<file path="src/rtl/ram_copy_pkg.sv">
// Shared types and defaults for the RAM block copier.
package ram_copy_pkg;
  localparam int DEF_ADDR_W = 4;
  localparam int DEF_DATA_W = 8;
  localparam int RAM_DEPTH  = 2 ** DEF_ADDR_W;

  typedef enum logic [1:0] {IDLE, COPY, DONE} state_t;
endpackage

</file>
<file path="src/rtl/ram_copy_addr_gen.sv">
// Source/destination address steppers for the block copier; the copy
// direction is chosen at load time so overlapping moves stay correct.
module ram_copy_addr_gen
  import ram_copy_pkg::*;
#(
  parameter int ADDR_W = DEF_ADDR_W
) (
  input  logic              clk,
  input  logic              rst_n,
  input  logic              i_load,
  input  logic              i_step,
  input  logic [ADDR_W-1:0] i_src,
  input  logic [ADDR_W-1:0] i_dst,
  input  logic [ADDR_W:0]   i_len,
  output logic [ADDR_W-1:0] o_cur_src,
  output logic [ADDR_W-1:0] o_cur_dst,
  output logic              o_last
);
  localparam logic [ADDR_W-1:0] A_ONE   = {{(ADDR_W-1){1'b0}}, 1'b1};
  localparam logic [ADDR_W:0]   LEN_ONE = {{ADDR_W{1'b0}}, 1'b1};

  logic [ADDR_W-1:0] r_src;
  logic [ADDR_W-1:0] r_dst;
  logic [ADDR_W:0]   r_rem;
  logic              r_desc;

  logic [ADDR_W-1:0] w_off;
  logic [ADDR_W-1:0] w_span;
  logic              w_desc;

  // Destination ahead of source inside the block: copy from the top down.
  assign w_off  = i_dst - i_src;
  assign w_span = ADDR_W'(i_len - LEN_ONE);
  assign w_desc = (w_off != '0) && ({1'b0, w_off} < i_len);

  always_ff @(posedge clk or negedge rst_n) begin
    if (!rst_n) begin
      r_src  <= '0;
      r_dst  <= '0;
      r_rem  <= '0;
      r_desc <= 1'b0;
    end else if (i_load) begin
      r_desc <= w_desc;
      r_rem  <= i_len;
      r_src  <= w_desc ? i_src + w_span : i_src;
      r_dst  <= w_desc ? i_dst + w_span : i_dst;
    end else if (i_step) begin
      r_src <= r_desc ? r_src - A_ONE : r_src + A_ONE;
      r_dst <= r_desc ? r_dst - A_ONE : r_dst + A_ONE;
      r_rem <= r_rem - LEN_ONE;
    end
  end

  assign o_cur_src = r_src;
  assign o_cur_dst = r_dst;
  assign o_last    = (r_rem == LEN_ONE);
endmodule

</file>
<file path="src/rtl/ram_block_copier.sv">
// Overlap-safe block copy engine for a dual-port RAM, one word per clock.
// Optional XOR checksum of copied words enabled by RAM_COPY_CHECKSUM_EN.
module ram_block_copier
  import ram_copy_pkg::*;
#(
  parameter int ADDR_W = DEF_ADDR_W,
  parameter int DATA_W = DEF_DATA_W
) (
  input  logic              clk,
  input  logic              rst_n,
  input  logic              start,
  input  logic [ADDR_W-1:0] src_addr,
  input  logic [ADDR_W-1:0] dst_addr,
  input  logic [ADDR_W:0]   len,
  output logic              busy,
  output logic              done,
  output logic              err,
  output logic [ADDR_W-1:0] ram_addr_rd,
  input  logic [DATA_W-1:0] ram_dout_rd,
  output logic              ram_we,
  output logic [ADDR_W-1:0] ram_addr_wr,
  output logic [DATA_W-1:0] ram_din_wr,
  output logic [DATA_W-1:0] checksum
);
  localparam logic [ADDR_W:0] LEN_MAX = {1'b1, {ADDR_W{1'b0}}};

  state_t r_state;
  logic   r_busy;
  logic   r_done;
  logic   r_err;
  logic   r_we;

  logic w_req;
  logic w_bad;
  logic w_trivial;
  logic w_accept;
  logic w_load;
  logic w_step;
  logic w_last;
  logic [ADDR_W-1:0] w_cur_src;
  logic [ADDR_W-1:0] w_cur_dst;

  assign w_req     = (r_state == IDLE) && start;
  assign w_bad     = (len > LEN_MAX);
  assign w_trivial = (len == '0) || (src_addr == dst_addr);
  assign w_accept  = w_req && !w_bad;
  assign w_load    = w_accept && !w_trivial;
  assign w_step    = (r_state == COPY);

  ram_copy_addr_gen #(
    .ADDR_W (ADDR_W)
  ) u_addr_gen (
    .clk       (clk),
    .rst_n     (rst_n),
    .i_load    (w_load),
    .i_step    (w_step),
    .i_src     (src_addr),
    .i_dst     (dst_addr),
    .i_len     (len),
    .o_cur_src (w_cur_src),
    .o_cur_dst (w_cur_dst),
    .o_last    (w_last)
  );

  always_ff @(posedge clk or negedge rst_n) begin
    if (!rst_n) begin
      r_state <= IDLE;
      r_busy  <= 1'b0;
      r_done  <= 1'b0;
      r_err   <= 1'b0;
      r_we    <= 1'b0;
    end else begin
      case (r_state)
        IDLE: begin
          r_done <= 1'b0;
          r_err  <= 1'b0;
          r_we   <= 1'b0;
          r_busy <= 1'b0;
          if (start) begin
            if (w_bad) begin
              r_err <= 1'b1;
            end else if (w_trivial) begin
              r_state <= DONE;
              r_busy  <= 1'b1;
              r_done  <= 1'b1;
            end else begin
              r_state <= COPY;
              r_busy  <= 1'b1;
              r_we    <= 1'b1;
            end
          end
        end
        COPY: begin
          if (w_last) begin
            r_state <= DONE;
            r_we    <= 1'b0;
            r_done  <= 1'b1;
          end
        end
        DONE: begin
          r_state <= IDLE;
          r_busy  <= 1'b0;
          r_done  <= 1'b0;
        end
        default: begin
          r_state <= IDLE;
          r_busy  <= 1'b0;
          r_done  <= 1'b0;
          r_err   <= 1'b0;
          r_we    <= 1'b0;
        end
      endcase
    end
  end

`ifdef RAM_COPY_CHECKSUM_EN
  logic [DATA_W-1:0] r_checksum;

  always_ff @(posedge clk or negedge rst_n) begin
    if (!rst_n) begin
      r_checksum <= '0;
    end else if (w_accept) begin
      r_checksum <= '0;
    end else if (w_step) begin
      r_checksum <= r_checksum ^ ram_dout_rd;
    end
  end

  assign checksum = r_checksum;
`else
  assign checksum = '0;
`endif

  assign busy        = r_busy;
  assign done        = r_done;
  assign err         = r_err;
  assign ram_we      = r_we;
  assign ram_addr_rd = w_cur_src;
  assign ram_addr_wr = w_cur_dst;
  // Read data goes straight to the write port in the same cycle.
  assign ram_din_wr  = ram_dout_rd;
endmodule

</file>
<file path="config.mk">
export PLATFORM = sky130hd
export DESIGN_NAME = ram_block_copier
export DESIGN_NICKNAME = d
export VERILOG_FILES = /design/src/rtl/ram_copy_pkg.sv /design/src/rtl/ram_copy_addr_gen.sv /design/src/rtl/ram_block_copier.sv
export SDC_FILE = /design/constraint.sdc
export NUM_CORES = 1
export LEC_CHECK = 0
export CORE_ASPECT_RATIO = 0.9
export CORE_MARGIN = 10
export CORE_UTILIZATION = 40
export CTS_BUF_LIST = sky130_fd_sc_hd__clkbuf_2
export CTS_CLUSTER_DIAMETER = 200
export DETAILED_ROUTE_END_ITERATION = 12
export PLACE_DENSITY = 0.68
export SLEW_MARGIN = 25
export SYNTH_ARGS = -nofsm -noshare
export SYNTH_HDL_FRONTEND = slang
export SYNTH_HIERARCHICAL = 1
export SYNTH_SLANG_ARGS = --single-unit
</file>
<file path="constraint.sdc">
create_clock -name clk -period 2.85 [get_ports clk]
set_input_delay 0.855 -clock clk [delete_from_list [all_inputs] [get_ports clk]]
set_output_delay 0.855 -clock clk [all_outputs]
set_load 0.1 [all_outputs]
</file>
[Word level (Yosys, flattened, before mapping)]
Index checks and enable logic that the tools add are counted.
Operators by class
  add/subtract/negate cells: 9
  $lt $le $gt $ge: 2
  equal/unequal tests: 7
  muxes and demuxes: 31
  bitwise operators: 1
  reduce and logical (&&, ||, !) cells: 14
Operators with widths (count)
  2-to-1 mux 4 bit: 8
  2-to-1 mux 1 bit: 12
  subtractor 4 x 1 -> 4 bit (second input constant): 3
  2-to-1 mux 5 bit: 2
  adder 4 x 1 -> 4 bit (second input constant): 2
  adder 4 bit: 2
  2-to-1 mux 2 bit: 4
  != test 2 bit (second input constant): 3
  case mux 1 bit (2 select lines): 3
  equality test 5 x 1 -> 1 bit (second input constant): 1
  greater-than comparator 5 bit (second input constant): 1
  logical NOT 5 bit: 1
  < comparator 4 x 5 -> 1 bit: 1
  subtractor 5 x 1 -> 5 bit (second input constant): 1
  equality test 4 bit: 1
  logical AND 1 bit: 4
  case mux 2 bit (2 select lines): 1
  nonzero test 4 bit: 1
  subtractor 4 bit: 1
  case mux 1 bit (3 select lines): 1
  AND reduction 3 bit: 1
  equality test 2 x 1 -> 1 bit (second input constant): 1
  equality test 2 bit (second input constant): 1
  logical NOT 1 bit: 2
  other kinds (6): 6
Word-level totals
  flip-flop bits (word level): 20
  bits of input ports: 24
  output and inout port bits: 28
  logic and storage cells: 73

[Longest topological paths before layout]
Gate-level depths: netlist of run 1.
  depth in word-level cells: 6
  gate-level depth with buffers: 11
  depth with buffers taken out: 10

[Hierarchy]
Netlist of run 1, hierarchy kept.
Modules (own cells, without submodules)
  ram_copy_addr_gen: times used 1, cells an instance 159, area an instance 1452.6 µm², sequential area each 350.3 µm²
  ram_block_copier: times used 1, cells an instance 55, area an instance 520.5 µm², sequential area each 150.1 µm²

[Worst setup path before layout of run 1]
OpenSTA, ideal clock, no wires.
  kind: in2reg
  start: input dst_addr[0]
  end: register u_addr_gen.r_src[0] (netlist: u_addr_gen/o_cur_src[0])
  library setup time: 126 ps
  arrival time: 2776 ps
  required time: 2724 ps
  path slack: -52 ps
  stages: 10
  buffers on the path: 0
  cells stage by stage: inv_1 > ha_1 > inv_1 > fa_1 > ha_1 > a21boi_2 > o21ai_1 > a211o_1 > and2_2 > o311a_1
On the way
  cells in the longest elaborated chain, start to end: 5
  elaborated cells on any way between the ends: 11
  those cells by class: 1 x add/sub; 1 x order compare; 1 x eq/ne; 2 x mux; 6 x reduce/logical
Ends and longest elaborated chain
  start, declared: line ram_block_copier.sv:13  | input logic [ADDR_W-1:0] dst_addr,
  subtractor 4 bit or equality test 4 bit (tied branches): line ram_copy_addr_gen.sv:32, ram_block_copier.sv:45
  < comparator 4 x 5 -> 1 bit (tied with other cells): line ram_copy_addr_gen.sv:34  | assign w_desc = (w_off != '0) && ({1'b0, w_off} < i_len);
  logical AND 1 bit or logical NOT 1 bit (tied branches): line ram_copy_addr_gen.sv:34, ram_block_copier.sv:47
  2-to-1 mux 4 bit or logical AND 1 bit (tied branches): line ram_copy_addr_gen.sv:45, ram_block_copier.sv:47
  2-to-1 mux 4 bit or nonzero test 2 bit (tied branches)
  end signal, assigned: line ram_copy_addr_gen.sv:45  | r_src <= w_desc ? i_src + w_span : i_src;
  end signal, assigned: line ram_copy_addr_gen.sv:48  | r_src <= r_desc ? r_src - A_ONE : r_src + A_ONE;
  end, declared: line ram_copy_addr_gen.sv:22  | logic [ADDR_W-1:0] r_src;
Parallel ways exist; a longest one is shown, timed or not.
A chain may end at the register's enable or synchronous reset.

[Worst setup path in the final report of run 1]
Same ends and word-level chain as after synthesis.

==> summary.md, run 1 <==
| Metric | Value |
|---|---|
| Final setup fails | 0 |
| Top post-synthesis cells by area | dfrtp_1 25%, ha_1 14%, buf_4 6.1% |
| Avg Cell Area, Syn | 9.22 µm² |
| Synth Warn # | 6 |
| EDFF count, synth | 0 |
| Final setup margin | roughly 0.025 ns |
| Number of iterations in the first detailed-routing pass | 4 |
| Leading area contributor after synthesis | dfrtp_1 |
| CTS clock-pin slew for the worst setup and hold paths | roughly 0.19 ns |
| PD cells | between 900 and 1000 nW/µm² |
| Cell area after synthesis | approximately 2000 µm² |
| Seq/Total Area, Yosys | 0.254 |
| Max-Cap Viols | 0 |
| CTS H-tree depth | 1 |
| Worst r2r src | r_state[0] |
| Sequential power share | 0.223 |
| Combinational share of power | 0.733 |
| Wirelength per Cell | ~14 µm |
| Worst skew pair latency | ~0.31 ns |
| Vias | about 1,600 |
| GR Util All Layers | 0.117 |
| Final Hold Fails | 0 |
| Worst Setup End Kind | flip-flop |
| Initial antenna violation count | 0 |
| Beginning of the worst hold path | busy |
| Leakage power | approximately 1.2 nW |
| Hold-fix buffers, CTS | 0 |
| Vias in the first global route | 1,701 |
| Iteration-0 DRC count of the detailed router | 95 |
| Rows | 24 |
| Largest net degree at the start of global routing | 21 |
| TritonCTS buffer count | 3 |
| Die ar. | 8150 µm² |
| Seq cells post-synth | 20 |
| WS Path Type | in -> reg |
| Clock power share | 0.044 |
| Req. time, crit path | ~3.0 ns |
| Status | completed |
| Gr ovfl total | 0 |
| CP Launch Type | input pin |
| Period utilization | 0.991 |
| Share of layout cells above drive strength 1 | 0.325 |
| Core area | roughly 4800 µm² |
| Switching power | 1.40 mW |
| Clk buf depth | 2 |
| Pint | 1.07 mW |
| Netlist cell types | 50 |
| Detailed Place HPWL | just under 4000 µm |
| Synth Flop Type | dfrtp_1 |
| Worst slew margin | 0.649 |
| Arrival @ worst endpoint | 3.02 ns |
| Most frequent cells after synthesis | 22 x ha_1, 21 x inv_1, 20 x dfrtp_1 |
| Most common cell in the synthesized netlist | ha_1 |
| Height of the die | between 80 and 90 µm |
| Initial core utilization | 0.411 |
| Worst Setup SP | dst_addr[0] |
| Sw frac | 0.567 |
| Critical path fanouts, max | 6 |
| Die W | around 94 µm |
| Area Growth Syn to Fin | 31.1% |
| Final Max Tran Viols | 0 |
| Fin crit period | 2.82 ns |
| Pre-CTS setup slack | -0.900 ns |
| Slew @ Worst Pin | 0.521 ns |
| Post-synth top area share | 0.254 |
| Post-layout total power | about 2.5 mW |
| Worst Hold Class | reg -> reg |
| Global-route wire length before repair | approximately 8000 µm |
| Gate Count Post-Synth | roughly 210 |
| Antenna Diode Count | 0 |
| Nets | about 320 |
| Skew final | between 0.02 and 0.025 ns |
| # DRC | 0 |
| CTS Root Cell | clkbuf_2 |
| Total wire length | ~4600 µm |
| Clk sink count | 20 |
| CTS tree | built |
| FMAX | approximately 350 MHz |
| IO Pins | 52 |
| Via/cell ratio | between 4 and 5 |
| PortBufs | 27 |
| Peak supply drop | approximately 0.52 mV |
| Async S/R FF share, synth | 1.00 |
| RSZ-0062 raised after global routing | true |
| Placer Congestion | between 0.8 and 0.9 |
| DRT antenna net count | 0 |
[stage by stage]
stage	util	TNS, ns	cell area [µm²]	hold WS [ns]	std cells
after CTS	0.529	0	2540	0.520	331
final	0.538	0	2590	0.518	333
after global placement	0.513	-7.44	2460	0.476	326
after floorplan	-	-0.0535	2030	0.508	221
after global routing	0.538	-0.0369	2590	0.548	333
after detailed placement	0.513	-8.19	2460	0.477	326
[routing by layer]
metal  global-route usage  vias up  part of all wire
li1                     -      844                 -
met1                0.155      763              0.47
met2                0.192       30              0.49
met3              0.00691        7             0.031
met4               0.0497        0             0.014
met5                    0        -                 0
[cell type report]
type	instances	area, µm²
Clock buffer	3	15.0
Fill cell	450	2220
Inverter	21	91.3
Multi-Input combinational cell	159	1370
Sequential cell	20	500
Tap cell	65	81.3
Timing Repair Buffer	65	524
[what timing repair did]
item                                    in CTS  in global routing
cloned                                       1                  0
endpoints found under the setup margin       9                  8
buffers inserted                             1                  2
pin swaps                                    4                  4
resized for setup                           29                  6
[cell families after synthesis]
| kind of cell | share of synthesized area |
|---|---|
| AOI/OAI and AO/OA | 0.179 |
| DFF | 0.254 |
| muxes | 0.00507 |
| xor gates and xnor gates | 0.0888 |
| and+or+nand+nor | 0.160 |
| buffers and inverters | 0.121 |
| adders and majority gates | 0.190 |
| other | 0.00190 |
[worst paths after layout]
| kind | end | slack, ns | cells after the start |
|---|---|---|---|
| setup / recovery | u_addr_gen/o_cur_src[0] | 0.03 | 11 |
| max in group asynchronous | u_addr_gen/o_cur_dst[3] | 1.77 | 2 |
| min in group asynchronous | err | 0.85 | 2 |
| hold reg to reg | busy | 0.52 | 2 |
| hold / removal | busy | 0.52 | 2 |
| setup reg to reg | u_addr_gen/o_cur_src[1] | 0.76 | 9 |
[critical path, cell delays in order]
cell and delay [ns]:
buf_4 0.14, inv_12 0.05, ha_4 0.12, inv_2 0.03
fa_1 0.48, ha_1 0.29, a21boi_2 0.16, o21ai_2 0.07
a211o_2 0.35, and2_4 0.19, o311a_1 0.28
[power groups by stage]
stage	Combinational, mW	Clock [mW]	Sequential, mW
after global placement	1.72	0	0.550
after floorplan	0.850	0	1.08
final	1.81	0.109	0.548
after CTS	1.79	0.108	0.550
after detailed placement	1.75	0	0.556
after global routing	1.97	0.123	0.570
[placed cells by master, fill, tap and decap left out, drive strengths merged, types with 10 or more instances in the layout]
cell and count:
a21oi 10, ha 22, nand2 14, o21ai 11
dfrtp 20, inv 21, buf 52, xor2 12
[state kept, by name, summed over array words and instances (netlist names)]
signal,count
busy,1
done,1
err,1
r_state,2
ram_we,1
u_addr_gen/o_cur_dst,4
u_addr_gen/o_cur_src,4
u_addr_gen/r_desc,1
u_addr_gen/r_rem,5
Note: power is estimated with default switching activity, not from simulation.
==> inputs of run 2 (changes only) <==
==> constraint.sdc (replaced) <==
create_clock -name clk -period 2.85 [get_ports clk]
set_input_delay 0.57 -clock clk [delete_from_list [all_inputs] [get_ports clk]]
set_output_delay 0.57 -clock clk [all_outputs]
set_load 0.1 [all_outputs]
==> summary.md, run 2 (synthesis results as in run 1) <==
| Metric | Value |
|---|---|
| PD cells | 972 nW/µm² |
| TritonCTS buffer count | 3 |
| Wirelength per Cell | about 14 µm |
| Worst skew pair latency | 0.31 ns |
| Via/cell ratio | approximately 5 |
| Leakage power | 1.19 nW |
| Post-layout total power | 2.44 mW |
| Switching power | around 1.4 mW |
| CTS tree | built |
| Status | completed |
| Max-Cap Viols | 0 |
| Final Max Tran Viols | 0 |
| Commonest non-fill, non-tap cell in the layout | buf_4 |
| Clock power share | 0.046 |
| GR Util All Layers | 0.115 |
| Detailed Place HPWL | around 3800 µm |
| Height of the die | slightly below 90 µm |
| Pre-CTS setup slack | -0.393 ns |
| Rows | 24 |
| Sw frac | 0.567 |
| Nets | 320 |
| Largest net degree at the start of global routing | 21 |
| Number of iterations in the first detailed-routing pass | 4 |
| WHS | 0.523 ns |
| Vias in the first global route | between 1,500 and 2,000 |
| Most frequent cells in the layout | 49 x buf_4, 21 x ha_1, 20 x inv_1, 20 x dfrtp_1, 13 x nand2_1 |
| Biggest register | u_addr_gen/r_rem |
| CP Launch Type | input pin |
| Peak supply drop | between 0.6 and 0.7 mV |
| Placer Congestion | slightly above 0.8 |
| Worst Setup End Kind | flip-flop |
| IO Pins | 52 |
| CP delay by family, top | compound AO/OA/AOI/OAI gates |
| Global-route wire length before repair | between 7000 and 8000 µm |
| Initial antenna violation count | 0 |
| Core area | ~4800 µm² |
| CTS H-tree depth | 1 |
| Sequential power share | 0.223 |
| Antenna Diode Count | 0 |
| PortBufs | 27 |
| Fin crit period | roughly 2.8 ns |
| Slew @ Worst Pin | 0.855 ns |
| Combinational share of power | 0.731 |
| CTS clock-pin slew for the worst setup and hold paths | 0.18 ns |
| FMAX | about 360 MHz |
| Fill count | 449 |
| Clk sink count | 20 |
| Period utilization | 0.973 |
| Arrival @ worst endpoint | 2.98 ns |
| Pint | 1.06 mW |
| Total wire length | roughly 4600 µm |
| CTS Root Cell | clkbuf_2 |
| Skew final | approximately 0.017 ns |
| Critical path fanouts, max | 5 |
| Gr ovfl total | 0 |
| Worst Hold Class | reg -> reg |
| DRT antenna net count | 0 |
| Final setup fails | 0 |
| Max reg flops | 5 |
| Clk buf depth | 2 |
| Die W | between 90 and 100 µm |
| Req. time, crit path | a little over 3 ns |
| Worst slew margin | 0.428 |
| Share of layout cells above drive strength 1 | 0.272 |
| Setup TNS | 0 ns |
| CP peak stage delay | about 0.47 ns |
| Final Hold Fails | 0 |
| WS Path Type | in -> reg |
| Area Growth Syn to Fin | 27.3% |
| Crit path buf inv count | 3 |
| Die ar. | about 8100 µm² |
| CP Cell Sequence | clkdlybuf4s50_1 > inv_1 > ha_1 > a21oi_2 > and3_1 > nor2_1 > ha_1 > nor2_1 > a211o_1 > buf_4 > a311oi_1 > a211oi_1 |
| Iteration-0 DRC count of the detailed router | 92 |
| Initial core utilization | 0.411 |
| # DRC | 0 |
| Vias | around 1,600 |
| Final setup margin | around 0.076 ns |
| Slowest CP cell | clkdlybuf4s50_1 |
## run 2: per-layer routing
metal  wire length [µm]  vias up  part of all wire  global-route usage
li1                   -      841                 -                   -
met2               2260       29              0.49               0.186
met3                187        4             0.041              0.0112
met4                 51        0             0.011              0.0414
met5                  0        -                 0                   0
met1               2090      746              0.46               0.154
## run 2: worst paths after layout
| kind | slack (ns) | cells after the start | to | start |
|---|---|---|---|---|
| worst max-delay path | 0.08 | 12 | u_addr_gen/o_cur_src[3] | src_addr[2] |
| worst min-delay path | 0.52 | 2 | busy | busy |
| worst max register to register | 0.75 | 9 | u_addr_gen/o_cur_src[1] | r_state[0] |
| worst min register to register | 0.52 | 2 | busy | busy |
| max in group asynchronous | 1.60 | 1 | u_addr_gen/r_rem[3] | rst_n |
| min in group asynchronous | 0.71 | 1 | u_addr_gen/o_cur_dst[1] | rst_n |
## run 2: layout make-up
class / count / area [µm²] / share of cell area
clock buffer: 3 / 15.0 / 0.00598
clock inverter: 1 / 3.75 / 0.00149
inverter: 21 / 78.8 / 0.0314
multi-input combinational: 158 / 1300 / 0.519
sequential: 20 / 500 / 0.199
tap: 65 / 81.3 / 0.0324
timing repair buffer: 65 / 529 / 0.211
## run 2: metrics by stage
step / area (µm²) / cells / util
after detailed placement: 2420 / 325 / 0.503
final: 2510 / 333 / 0.523
after CTS: 2460 / 332 / 0.512
after global placement: 2420 / 325 / 0.503
after floorplan: 2000 / 221 / -
after global routing: 2510 / 333 / 0.523
## run 2: repair_timing
action	4_1_cts	5_1_grt
pin swaps	4	5
hold buffers	0	0
resized for setup	4	11
setup buffers	3	1
endpoints found under the setup margin	5	9
## run 2: worst min-delay path, stage by stage (launching register included)
cell and delay, ns:
dfrtp_1 0.39, nand2_1 0.05, o21ai_1 0.06
## run 2: power groups by stage
stage          Sequential [mW]  Clock [mW]  Combinational (mW)
2_1_floorplan             1.08           0               0.843
3_3_place_gp             0.551           0                1.71
3_5_place_dp             0.555           0                1.74
4_1_cts                  0.548       0.116                1.75
5_1_grt                  0.570       0.127                1.93
6_report                 0.545       0.113                1.78
==> inputs of run 3 (changes only) <==
Settings changed: CTS_CLUSTER_DIAMETER 200 to 50, CTS_CLUSTER_SIZE set to 10.
==> results of run 3 <==
No change in the layout: final DEF, timing and power equal those of run 2.
